## config.mk

```make
export PLATFORM = sky130hd
export DESIGN_NAME = fsbm_result_writer
export DESIGN_NICKNAME = d
export VERILOG_FILES = /design/src/rtl/fsbm_pkg.sv /design/src/rtl/fsbm_sync_fifo.sv /design/src/rtl/fsbm_result_writer.sv
export SDC_FILE = /design/constraint.sdc
export NUM_CORES = 1
export LEC_CHECK = 0
export CAP_MARGIN = 20
export CORE_MARGIN = 8
export CORE_UTILIZATION = 35
export DETAILED_ROUTE_END_ITERATION = 10
export GPL_ROUTABILITY_DRIVEN = 0
export SYNTH_ARGS = -nofsm -noshare
export SYNTH_HDL_FRONTEND = slang
export SYNTH_SLANG_ARGS = --single-unit
```

## constraint.sdc

```tcl
create_clock -name clk -period 5.1 [get_ports clk]
set_clock_uncertainty 0.15 [all_clocks]
set_input_delay 1.275 -clock clk [delete_from_list [all_inputs] [get_ports clk]]
set_output_delay 1.275 -clock clk [all_outputs]
set_load 0.02 [all_outputs]
```

## src/rtl/fsbm_pkg.sv

```systemverilog
// Shared widths, writer state encoding and result-word packing for the FSBM result path.
package fsbm_pkg;

  localparam int ADDR_W = 22;
  localparam int MV_W   = 8;
  localparam int SAD_W  = 18;
  localparam int DATA_W = 2 * MV_W + SAD_W;

  typedef enum logic [1:0] {IDLE, RUN, DRAIN, DONE} wr_state_e;

  typedef struct packed {
    logic [MV_W-1:0]  mv_x;
    logic [MV_W-1:0]  mv_y;
    logic [SAD_W-1:0] sad;
  } res_word_t;

  // Raw bit concatenation: signed vector components are stored as-is, no extension.
  function automatic logic [DATA_W-1:0] pack_result(
    input logic [MV_W-1:0]  mv_x,
    input logic [MV_W-1:0]  mv_y,
    input logic [SAD_W-1:0] sad
  );
    res_word_t w;
    w.mv_x = mv_x;
    w.mv_y = mv_y;
    w.sad  = sad;
    return w;
  endfunction

endpackage

```

## src/rtl/fsbm_sync_fifo.sv

```systemverilog
// Synchronous FIFO, count-based full/empty flags, head read straight from storage flops.
// Push and pop may coincide; a push while full or a pop while empty is dropped.
module fsbm_sync_fifo #(
  parameter int WIDTH = 34,
  parameter int DEPTH = 4
) (
  input  logic             clk,
  input  logic             rst_n,
  input  logic             push,
  input  logic [WIDTH-1:0] push_dat,
  input  logic             pop,
  output logic             full,
  output logic             empty,
  output logic [WIDTH-1:0] head_dat
);

  localparam int PTR_W = (DEPTH > 1) ? $clog2(DEPTH) : 1;
  localparam logic [PTR_W-1:0] PTR_ONE  = PTR_W'(1);
  localparam logic [PTR_W:0]   CNT_ONE  = (PTR_W + 1)'(1);
  localparam logic [PTR_W:0]   CNT_FULL = (PTR_W + 1)'(DEPTH);

  logic [WIDTH-1:0] r_mem [DEPTH];
  logic [PTR_W-1:0] r_wr_ptr;
  logic [PTR_W-1:0] r_rd_ptr;
  logic [PTR_W:0]   r_count;
  logic             w_push;
  logic             w_pop;

  assign full     = (r_count == CNT_FULL);
  assign empty    = (r_count == '0);
  assign w_push   = push && !full;
  assign w_pop    = pop && !empty;
  assign head_dat = r_mem[r_rd_ptr];

  always_ff @(posedge clk) begin
    if (!rst_n) begin
      r_wr_ptr <= '0;
      r_rd_ptr <= '0;
      r_count  <= '0;
      for (int i = 0; i < DEPTH; i++) r_mem[i] <= '0;
    end else begin
      if (w_push) begin
        r_mem[r_wr_ptr] <= push_dat;
        r_wr_ptr        <= r_wr_ptr + PTR_ONE;
      end
      if (w_pop) r_rd_ptr <= r_rd_ptr + PTR_ONE;
      if (w_push && !w_pop)      r_count <= r_count + CNT_ONE;
      else if (w_pop && !w_push) r_count <= r_count - CNT_ONE;
    end
  end

endmodule

```

## src/rtl/fsbm_result_writer.sv

```systemverilog
// Packs per-block {mv_x, mv_y, sad} results and writes them to consecutive result-memory words per frame.
// Writes start one cycle after acceptance; res_ready drops when the buffer fills, writes hold while mem_ready is low.
module fsbm_result_writer
  import fsbm_pkg::*;
#(
  parameter int FIFO_DEPTH = 4
) (
  input  logic              clk,
  input  logic              rst_n,
  input  logic              start,
  input  logic [ADDR_W-1:0] base_addr,
  input  logic [ADDR_W-1:0] num_words,
  input  logic              res_valid,
  output logic              res_ready,
  input  logic [MV_W-1:0]   res_mv_x,
  input  logic [MV_W-1:0]   res_mv_y,
  input  logic [SAD_W-1:0]  res_sad,
  output logic              mem_wr_en,
  output logic [ADDR_W-1:0] mem_addr,
  output logic [DATA_W-1:0] mem_data,
  input  logic              mem_ready,
  output logic              busy,
  output logic              done,
  output logic              wrap_err
);

  localparam logic [ADDR_W-1:0] ADDR_ONE = ADDR_W'(1);
  localparam logic [ADDR_W-1:0] ADDR_MAX = '1;

  wr_state_e         r_state;
  logic [ADDR_W-1:0] r_addr;
  logic [ADDR_W-1:0] r_num;
  logic [ADDR_W-1:0] r_acc_cnt;
  logic [ADDR_W-1:0] r_wr_cnt;
  logic              r_wrap_err;

  logic              w_active;
  logic              w_full;
  logic              w_empty;
  logic              w_accept;
  logic              w_write;
  logic [ADDR_W-1:0] w_acc_next;
  logic [ADDR_W-1:0] w_wr_next;
  logic [DATA_W-1:0] w_push_dat;
  logic [DATA_W-1:0] w_head_dat;

  assign w_active   = (r_state == RUN) || (r_state == DRAIN);
  assign res_ready  = (r_state == RUN) && !w_full;
  assign w_accept   = res_valid && res_ready;
  assign mem_wr_en  = w_active && !w_empty;
  assign w_write    = mem_wr_en && mem_ready;
  assign w_acc_next = r_acc_cnt + ADDR_ONE;
  assign w_wr_next  = r_wr_cnt + ADDR_ONE;
  assign w_push_dat = pack_result(res_mv_x, res_mv_y, res_sad);

  assign mem_addr = r_addr;
  assign mem_data = w_head_dat;
  assign busy     = w_active;
  assign done     = (r_state == DONE);
  assign wrap_err = r_wrap_err;

  fsbm_sync_fifo #(
    .WIDTH (DATA_W),
    .DEPTH (FIFO_DEPTH)
  ) u_fifo (
    .clk      (clk),
    .rst_n    (rst_n),
    .push     (w_accept),
    .push_dat (w_push_dat),
    .pop      (w_write),
    .full     (w_full),
    .empty    (w_empty),
    .head_dat (w_head_dat)
  );

  always_ff @(posedge clk) begin
    if (!rst_n) begin
      r_state    <= IDLE;
      r_addr     <= '0;
      r_num      <= '0;
      r_acc_cnt  <= '0;
      r_wr_cnt   <= '0;
      r_wrap_err <= 1'b0;
    end else begin
      case (r_state)
        IDLE: if (start) begin
          r_addr     <= base_addr;
          r_num      <= num_words;
          r_acc_cnt  <= '0;
          r_wr_cnt   <= '0;
          r_wrap_err <= 1'b0;
          r_state    <= (num_words == '0) ? DONE : RUN;
        end
        RUN: if (w_accept) begin
          r_acc_cnt <= w_acc_next;
          if (w_acc_next == r_num) r_state <= DRAIN;
        end
        DRAIN: if (w_write && (w_wr_next == r_num)) r_state <= DONE;
        DONE: r_state <= IDLE;
      endcase
      // Writes drain in both RUN and DRAIN, never in IDLE, so this cannot race the start load.
      if (w_write) begin
        r_addr   <= r_addr + ADDR_ONE;
        r_wr_cnt <= w_wr_next;
        if (r_addr == ADDR_MAX) r_wrap_err <= 1'b1;
      end
    end
  end

endmodule

```

* Yosys cells after proc, flatten, opt, wreduce, memory -nomap -nowiden *
Memories as Yosys holds them, arrays and structs flattened. A register that Yosys moved wholly into a read port is not among the register bits.
Index checks and enable logic that the tools add are counted.

cells by class
  add/sub/neg operators = 7
  multiply operators = 0
  divide/modulo/power cells = 0
  magnitude comparators = 0
  equal/unequal tests = 11
  shifts and indexed selects = 0
  muxes and demuxes = 29
  bitwise logic cells = 0
  reduce and logical (&&, ||, !) cells = 26

operators with widths
  operator                                               number
  2-to-1 mux 22 bit                                      7
  adder 22 x 1 -> 22 bit, second input constant          3
  equality test 22 bit                                   2
  case mux 22 bit (2 select lines)                       1
  2-to-1 mux 34 bit                                      1
  OR reduction 34 bit                                    1
  equality test 22 bit, second input constant            1
  logical NOT 22 bit                                     1
  2-to-1 mux 2 bit                                       8
  logical AND 1 bit                                      9
  2-to-1 mux 1 bit                                       9
  case mux 2 bit (4 select lines)                        1
  nonzero test 2 bit                                     4
  2-to-1 mux 3 bit                                       2
  inequality test 2 x 1 -> 1 bit, second input constant  3
  adder 2 x 1 -> 2 bit, second input constant            2
  equality test 2 bit, second input constant             2
  logical NOT 1 bit                                      4
  AND reduction 2 bit                                    2
  AND reduction 4 bit                                    1
  adder 3 x 1 -> 3 bit, second input constant            1
  equality test 3 bit, second input constant             1
  logical NOT 3 bit                                      1
  AND reduction 3 bit                                    1
  5 further kinds                                        5

word-level totals
  register bits after elaboration = 98
  bits in latches = 0
  bits in writable memories = 136
  memory bits (read-only) = 0
  input bits = 83
  output and inout port bits = 61
  word-level logic and storage cells = 83
  memories = 1

memory list
  memory        words  bits a word  read ports  clocked after memory_dff  write ports  line                  text
  u_fifo.r_mem  4      34           1           1                         4            fsbm_sync_fifo.sv:22  logic [WIDTH-1:0] r_mem [DEPTH];

* Depth between registers and ports, before layout *
Gate-level depths: netlist (run 1).

  word-level depth = 10
  mapped depth = 13

* By module *
From an unflattened synthesis (run 1), not the netlist that was laid out.

second synthesis, totals
  cells, all modules = 1170
  area, all modules = 12186.7 sq um

by module, submodules not included
  module              instances  cells each  area an instance (sq um)
  fsbm_sync_fifo      1          376         6348.6
  fsbm_result_writer  1          794         5838.1

* Least setup slack after synthesis (run 1) *
Ideal clock, no wire load.

  path kind = input port to flip-flop
  start = in res_valid
  end = mem u_fifo.r_mem[1][0] (enable)
  arrival = 3.841 ns
  data required time = 4.478 ns
  slack = 0.637 ns
  cell stages on the path = 2
  buffers on the path = 0
  cells stage by stage = nand2_1 -> o21ai_0

RTL lines
  what         line                      text
  from (decl)  fsbm_result_writer.sv:13  input logic res_valid,
  to (decl)    fsbm_sync_fifo.sv:22

==> metrics.csv, run 1 <==
metric,value,unit
cpMaxStageDelayCell,dfxtp_2,
antenna_cells,0,
core_area,0.0333,mm2
synthTopCellsByCount,"nor2_1 (140), edfxtp_1 (136), nand2_1 (130)",
max_cap_viol_count,0,
synthTopCellsByArea,"edfxtp_1 (35%), dfxtp_1 (17%), mux4_2 (6.5%), nor2_1 (4.5%), nand2_1 (4.2%)",
ctsResizeCount,0,
ys_seq_area_share,51.8,%
syn_avg_cell_area,10.2,um2
ys.flop_type,edfxtp_1,
viasPerCell,5.21,
synth_cells,1155,
initial_core_util,35.3,%
setup_tns,0,ps
slowest_delay,780,ps
r2r_cells,9,
fin_nets,1367,
h-tree-depth,1,
cts-root-buf,clkbuf_16,
wl_per_cell,18.2,um
clockPowerShare,33.0,%
p_int,0.00418,W
critPathCaptureType,primary output,
cp_cell_sequence,buf_12 > mux4_2 > clkdlybuf4s50_1,
yosys.area.top_type,edfxtp_1,
grt_overflow_total,0,
die_x,199,um
arrival,2750,ps
syn_to_final_growth,23.8,%
setup_viol,0,
antenna_left,0,
synth-seq-cells,236,
p_sw_share,31.5,%
cts_sinks,236,
rsz0062_at_grt,no,
critical_path_class,reg2out,
clk_pin_slew,70,ps
cts_setup_buffers,0,
dp_hpwl,21.4,mm
switching_power,0.00192,W
max_slew_margin,38.4,%
cts_hold_buf,0,
die_h,199,um
synth_top_area_share,34.8,%
synth_edf_count,136,
grt_usage,15.6,%
cp_data_required_time,3670,ps
max_freq,0.240,GHz
hold_class,reg2reg,
tightest_slew,924,ps
async_flop_share,0,%
holdPathStages,1,
port_buffers,143,
dp.cells,1693,
drtIter0Drc,585,
clk_latency,530,ps
fin_crit,4170,ps
finalHoldViolations,0,
pin_count,144,
grt_first_pass_wirelength,49.6,mm
ff2ff_setup_slack,1790,ps
drv_slew,0,
cts_inserted_buffers,27,
fin_crit_sh,81.8,%
synth_cell_type_count,70,
synth_warnings,0,
power_frac_seq,39.5,%
drc,0,
path_max_fanout,18,
cts_tree,yes,
synthesis.nets,1248,
powerDensity,419,mW/mm2
drive_above_1_share,9.58,%
routed_wl,31.7,mm
grt_antenna_before_repair,0,
grt_start_max_net_pins,85,
synth_most_common_cell,nor2_1,
stdcell_count,1742,
first_pass_iters,5,
cts_max_path_buffers,3,
p_comb_share,27.5,%
p_leak,5.25,nW
peakVddDrop,0.000211,V
vias,9070,
rows,67,
status,finished clean,
crit_path_start_kind,flip-flop,
syn_area,0.0117,mm2
grt_pass1_vias,9096,
power,0.00609,W
die_area,0.0397,mm2
power groups by stage:
stage / combinational, W / clock (W) / sequential, W
final: 0.00168 / 0.00201 / 0.00241
after global routing: 0.00182 / 0.00214 / 0.00243
after CTS: 0.00170 / 0.00206 / 0.00241
after detailed placement: 0.00169 / 0 / 0.00245
after global placement: 0.00167 / 0 / 0.00244
after floorplan: 0.000998 / 0 / 0.00243
layout make-up:
class	count	area [um2]
Fill cell	3194	18800
Sequential cell	236	6090
Multi-Input combinational cell	797	5190
Timing Repair Buffer	166	1620
Clock buffer	31	691
Tap cell	448	561
Clock inverter	18	216
Inverter	46	173
critical path: cells and delay by family, from the launching register on:
family	cells	cell delay, ps
buffers and inverters	2	860
muxes	1	570
DFF	1	780
final timing paths:
path / endpoint / start
hold reg to reg: r_acc_cnt[16]$_SDFFE_PN0P_ / r_acc_cnt[16]$_SDFFE_PN0P_
hold / removal: r_acc_cnt[16]$_SDFFE_PN0P_ / r_acc_cnt[16]$_SDFFE_PN0P_
setup reg to reg: r_state[1]$_SDFFE_PN0P_ / r_acc_cnt[0]$_SDFFE_PN0P_
setup / recovery: mem_data[3] / flip-flop
state kept, by name, indices dropped and copies added (netlist names), named ones only:
| name | flops |
|---|---|
| mem_addr | 22 |
| r_acc_cnt | 22 |
| r_num | 22 |
| r_state | 2 |
| r_wr_cnt | 22 |
| u_fifo.r_count | 3 |
| u_fifo.r_mem | 136 |
| u_fifo.r_rd_ptr | 2 |
| u_fifo.r_wr_ptr | 2 |
| wrap_err | 1 |
layout by cell type, fill, tap and decap left out, types with 9 or more instances in the layout:
master and instances:
ha_1 9, inv_1 44, edfxtp_1 136, or3_1 9
nand4_1 21, nor3_1 23, buf_4 22, a221oi_1 9
a21oi_1 82, a31oi_1 10, a211oi_1 11, nand3_1 22
and2_1 43, a311oi_1 10, nand2_1 130, and3_1 21
o21ai_0 53, dfxtp_1 99, nor4_1 11, clkbuf_16 27
nor2_1 139, mux4_2 34, clkdlybuf4s50_1 143, xnor2_1 40
xor2_1 27
per-stage QoR:
step | utilization, % | hold WS (ps) | worst slack (ps) | cell area [um2]
after CTS | 43.7 | 336 | 860 | 14500
after floorplan | - | 301 | 637 | 11700
final | 43.7 | 336 | 927 | 14500
after global routing | 43.7 | 373 | 783 | 14500
after detailed placement | 40.9 | 320 | 1190 | 13600
after global placement | 40.9 | 317 | 1280 | 13600
per-layer routing:
metal / up-vias / wire [um] / GRT usage [%]
li1: 4387 / - / -
met1: 4407 / 13500 / 19.6
met2: 237 / 15600 / 27.4
met3: 39 / 2100 / 3.28
met4: 0 / 493 / 3.21
met5: - / 0 / 0
cell families after synthesis:
| kind of cell | after synthesis | share of synthesized area [%] |
|---|---|---|
| buffers and inverters | 122 | 4.27 |
| multiplexers | 37 | 6.78 |
| adder cells (fa/ha/maj) | 10 | 1.13 |
| flip-flops | 236 | 51.8 |
| XOR/XNOR | 67 | 5.00 |
| AND/OR/NAND/NOR | 475 | 20.1 |
| AO/OA/AOI/OAI | 208 | 10.9 |
Note: power is estimated with default switching activity, not from simulation.
==> inputs of run 2 (changes only) <==
- clock period: 5.1 -> 3.62 ns (I/O delays scaled with it)
==> run 2 against run 1 <==
Compared with the run above: worst setup slack worse by 700 ps; wire length is 0.22% lower; combinational power is 46% higher; cell count is 0.52% higher; clock power is 41% higher; count of clock-buffer cells in the layout is 2 higher; design area is 0.87% higher; sequential cell count stayed put; via count is 0.41% lower; power is 42% higher; critical path type unchanged; largest power group unchanged.
==> metrics.csv, run 2 (synthesis gave the netlist of run 1 again) <==
metric,value,unit,change
setup_tns,0,ps,unchanged
largest_reg_flops,136,,unchanged
ff2ff_setup_slack,560,ps,was 1790 ps
grt_start_max_net_pins,56,,was 85
fin_crit,3390,ps,
rsz0062_at_grt,no,,unchanged
cp_cell_sequence,buf_12 > mux4_2 > clkdlybuf4s50_1,,unchanged
viasPerCell,5.16,,was 5.21
powerDensity,590,mW/mm2,was 419 mW/mm2
vias,9033,,was 9070
routed_wl,31.7,mm,about the same
grt_overflow_total,0,,unchanged
r2r_cells,9,,unchanged
critical_path_class,reg2out,,unchanged
cts_hold_buf,0,,unchanged
grt_pass1_vias,8951,,was 9096
initial_core_util,35.3,%,unchanged
cts_sinks,236,,unchanged
slowest_delay,580,ps,was 780 ps
cts-root-buf,clkbuf_16,,unchanged
pin_count,144,,unchanged
p_leak,5.33,nW,was 5.25 nW
cpLargestDelayFamily,buffers and inverters,,unchanged
cts_setup_buffers,0,,unchanged
setup_viol,0,,unchanged
cts_tree,yes,,unchanged
cp_data_required_time,2560,ps,was 3670 ps
fin_crit_sh,93.6,%,
holdPathStages,1,,unchanged
max_cap_viol_count,0,,unchanged
port_buffers,143,,unchanged
grt_antenna_before_repair,0,,unchanged
ctsResizeCount,0,,unchanged
syn_to_final_growth,24.8,%,was 23.8%
path_buf_inv,2,,unchanged
tightest_slew,706,ps,was 924 ps
arrival,2330,ps,was 2750 ps
drv_slew,0,,unchanged
dp_hpwl,21.5,mm,was 21.4 mm
worstSetupPathDepth,3,,unchanged
rows,67,,unchanged
max_freq,0.295,GHz,
max_slew_margin,52.7,%,was 38.4%
drive_above_1_share,10.3,%,was 9.58%
fin_ws,230,ps,was 927 ps
finalHoldViolations,0,,unchanged
first_pass_iters,5,,unchanged
path_max_fanout,34,,was 18
clk_latency,550,ps,was 530 ps
peakVddDrop,0.000331,V,was 0.000211 V
fin_nets,1375,,was 1367
core_area,0.0333,mm2,unchanged
final_common_cell,clkdlybuf4s50_1,,unchanged
timing.rr.start,r_acc_cnt[0]$_SDFFE_PN0P_,,unchanged
clk_pin_slew,60,ps,was 70 ps
die_h,199,um,unchanged
critPathCaptureType,primary output,,unchanged
antenna_cells,0,,unchanged
crit_path_start_kind,flip-flop,,unchanged
die_area,0.0397,mm2,unchanged
hold_path_end,r_acc_cnt[16]$_SDFFE_PN0P_,,unchanged
final_cell_mix,"clkdlybuf4s50_1 (143), nor2_1 (139), edfxtp_1 (136)",,unchanged
timing.rr.end,r_state[0]$_SDFFE_PN0P_,,was r_state[1]$_SDFFE_PN0P_
antenna_left,0,,unchanged
hold_class,reg2reg,,unchanged
top_register,u_fifo.r_mem,,unchanged
die_x,199,um,unchanged
cts_inserted_buffers,27,,unchanged
grt_usage,15.4,%,was 15.6%
cts_max_path_buffers,3,,unchanged
status,finished clean,,unchanged
cpMaxStageDelayCell,clkdlybuf4s50_1,,was dfxtp_2
min-delay-start,r_acc_cnt[16]$_SDFFE_PN0P_,,unchanged
grt_first_pass_wirelength,49.1,mm,was 49.6 mm
wl_per_cell,18.1,um,was 18.2 um
pre_cts_ws,216,ps,was 1190 ps
drc,0,,unchanged
drtIter0Drc,564,,was 585
h-tree-depth,1,,unchanged
run 2: cell count changes in the layout (fill, tap and decap cells not counted), sizes merged:
cell,change
buf,+8
clkinv,+1
bufinv,-1
clkbuf,+2
clkinvlp,-4
inv,+3
run 2: where the power goes:
group,internal [W],switching [W],total (W)
logic,0.00109,0.00137,0.00245
registers,0.00312,0.000235,0.00335
clock network,0.00171,0.00113,0.00284
run 2: worst reg2reg max path: stages, from the launching register on:
cell and delay (ps):
dfxtp_1 450, ha_1 380, nand3_1 220, o21a_1 230, nor4_1 310, o211ai_1 140
or4_4 520, o22ai_2 180, nand2_1 90, a221oi_1 290
run 2: worst max-delay path by stage:
stage                                        from                               end  slack [ps]
after detailed placement                    start           r_state[0]$_SDFFE_PN0P_         220
after global placement                      start           r_state[1]$_SDFFE_PN0P_         280
after CTS                               flip-flop                       mem_data[3]         170
after floorplan           r_state[1]$_SDFFE_PN0P_  u_fifo.r_mem[1][0]$_SDFFCE_PN0P_        -480
after global routing                    flip-flop                      mem_data[12]         120
final                                   flip-flop                       mem_data[3]         230
run 2: cell type report:
class,instances,area (um2)
Clock inverter,17,205
Inverter,46,173
Fill cell,3191,18600
Multi-Input combinational cell,797,5190
Clock buffer,33,718
Timing Repair Buffer,174,1730
Sequential cell,236,6090
Tap cell,448,561
run 2: metrics by stage:
| step | hold slack, ps | power (W) | cells | instance area, um2 | util (%) |
|---|---|---|---|---|---|
| 6_report | 340 | 0.00864 | 1751 | 14700 | 44.0 |
| 3_3_place_gp | 323 | 0.00586 | 1701 | 13700 | 41.3 |
| 2_1_floorplan | 301 | 0.00483 | 1155 | 11700 | - |
| 5_1_grt | 354 | 0.00906 | 1751 | 14700 | 44.0 |
| 4_1_cts | 342 | 0.00873 | 1751 | 14700 | 44.0 |
| 3_5_place_dp | 328 | 0.00589 | 1701 | 13700 | 41.3 |
run 2: per-layer routing:
metal,vias up,part of all wire (%),global-route usage [%],wire length (um)
met1,4353,44,20.1,13900
li1,4405,-,-,-
met5,-,0,0,0
met3,44,5.8,2.93,1840
met2,231,49,26.3,15400
met4,0,1.7,3.35,537
==> variant (flow settings as in run 1) <==
`SAD_W`: 18 -> 36.
--- a/src/rtl/fsbm_pkg.sv
+++ b/src/rtl/fsbm_pkg.sv
@@ -3,7 +3,7 @@
 
   localparam int ADDR_W = 22;
   localparam int MV_W   = 8;
-  localparam int SAD_W  = 18;
+  localparam int SAD_W  = 36;
   localparam int DATA_W = 2 * MV_W + SAD_W;
 
   typedef enum logic [1:0] {IDLE, RUN, DRAIN, DONE} wr_state_e;
Interface: changed (resized mem_data and res_sad); port bits go from 144 to 180. No check against the original RTL was run, so the function may have changed too.
==> variant against run 1 <==
Sequential power rose by 30%; final area grew 26%; setup slack improved by 0.099 ns; area after synthesis up 26%; sequential cell count up 72; maximum frequency is 2.4% higher; global-route usage up 0.17 points; routed wire length up 26%; highest routed layer unchanged; register-to-register slack lost 0.29 ns; total power is 28% higher.
==> variant: results (changes against run 1) <==
SYNTH.CELLS.MOST_FREQUENT='208 x edfxtp_1, 171 x nor2_1, 162 x nand2_1'  # was 140 x nor2_1, 136 x edfxtp_1, 130 x nand2_1
SYNTH_AREA_LEADERS='edfxtp_1 42%, dfxtp_1 14%, mux4_2 7.9%, nor2_1 4.3%, nand2_1 4.1%'  # was edfxtp_1 35%, dfxtp_1 17%, mux4_2 6.5%, nor2_1 4.5%, nand2_1 4.2%
PORTBUFFERS=179  # was 143
ARRIVAL_NS=2.65  # was 2.75 ns
DETAILROUTE.VIA_COUNT=10900  # was 9070
SYNTH_SEQ_AREA_SHARE_PCT=55.9  # was 51.8%
WORST_REG2REG_PATH_DEPTH=8  # was 9
FLIP_FLOP_COUNT_OF_THE_LARGEST_REGISTER_AFTER_LAYOUT=208  # was 136
FINAL_CRITICAL_PATH_SETUP_SLACK_NS=1.03  # was 0.927 ns
ROUTED_WL_MET2_UM=19400  # was 15600 um
OUTCOME='completed'  # unchanged
POWER.SWITCHING_uW=2430  # was 1920 uW
SYNTH_NETS=1478  # was 1248
ROUTED_WIRE_LENGTH_PER_INSTANCE_UM=19.2  # was 18.2 um
DP_SLACK_NS=0.925  # was 1.19 ns
WL_MET3_UM=1730  # was 2100 um
TOTAL_LEAKAGE_POWER_uW=0.00665  # was 0.00525 uW
GRT_MAX_DEGREE=74  # was 85
GLOBALROUTETOTALUTIL_PCT=15.8  # was 15.6%
M1WIRELENGTH_UM=17900  # was 13500 um
CP_SLOWEST_STAGE_DELAY_NS=0.61  # was 0.78 ns
TIMING.CRITICAL_PATH.SLOWEST_STAGE_CELL='dfxtp_4'  # was dfxtp_2
HOLD-PATH-CELL-COUNT=2  # was 1
TIMING.HOLD.WORST_ENDPOINT='mem_addr[1]'  # was r_acc_cnt[16]
GRT_PASS1_WL_UM=62300  # was 49600 um
DR.FIRST_ITER.DRC_COUNT=711  # was 585
WORST_IR_DROP_VDD_mV=0.312  # was 0.211 mV
DRIVE_GT1_SHARE_PCT=9.59  # was 9.58%
FINAL_NET_COUNT=1627  # was 1367
FIN_HOLD_WS_NS=0.364  # was 0.336 ns
GRT.MET3_USAGE_PCT=2.91  # was 3.28%
NUMBER_OF_ENABLE_FLIP_FLOP_CELLS_AFTER_SYNTHESIS=208  # was 136
CRITPATHCAPTURE='mem_data[18]'  # was mem_data[3]
CTS_HTREE_LEVELS=2  # was 1
POSTPLACECELLAREA_MM2=0.0171  # was 0.0136 mm2
TIMING_WORST_SLEW_PIN_VALUE_NS=1.01  # was 0.924 ns
MET2_USAGE_PCT=27.5  # was 27.4%
HOLD_PATH_STARTPOINT='mem_addr[1]'  # was r_acc_cnt[16]
==> variant: cell types whose count changed after synthesis, moves of 5 or more <==
| cell | change |
|---|---|
| mux4_2 | +18 |
| a211oi_1 | +7 |
| edfxtp_1 | +72 |
| clkbuf_1 | +17 |
| nor2_1 | +31 |
| inv_1 | +18 |
| and2_1 | +16 |
| o2111ai_1 | +5 |
| nand2_1 | +32 |
| a221oi_1 | -5 |
==> variant: final cells by class <==
cell class              instances  area (um2)
clock inverters                19         229
flip-flops and latches        308        8250
fillers                      3987       23400
multi-input cells             904        5970
repair buffers                202        1990
well taps                     539         674
inverters                      64         240
clock buffers                  46         958
==> variant: kinds of logic (layout without fill, tap and decap cells) <==
| kind of cell | Yosys count | after routing | synth area share [%] |
|---|---|---|---|
| mux | 58 | 58 | 8.35 |
| compound gates | 220 | 220 | 9.12 |
| fa+ha+maj | 10 | 10 | 0.898 |
| flops | 308 | 308 | 55.9 |
| simple gates | 550 | 550 | 17.8 |
| xor+xnor | 66 | 66 | 3.91 |
| buf+inv | 155 | 331 | 4.11 |
==> variant: worst register-to-register path: cells and delay by family, from the launching register on <==
family	cells	cell delay [ns]
flip-flops	1	0.45
AND/OR/NAND/NOR	3	1.20
XOR/XNOR	1	0.13
adder cells (fa/ha/maj)	1	0.48
AO/OA/AOI/OAI	3	1.09
==> variant: power by group through the flow <==
stage | Clock, uW | Sequential (uW) | Combinational, uW
after floorplan | 0 | 3150 | 1220
after CTS | 2660 | 3130 | 2110
final | 2580 | 3130 | 2070
after detailed placement | 0 | 3180 | 2100
after global placement | 0 | 3170 | 2090
after global routing | 2750 | 3160 | 2250
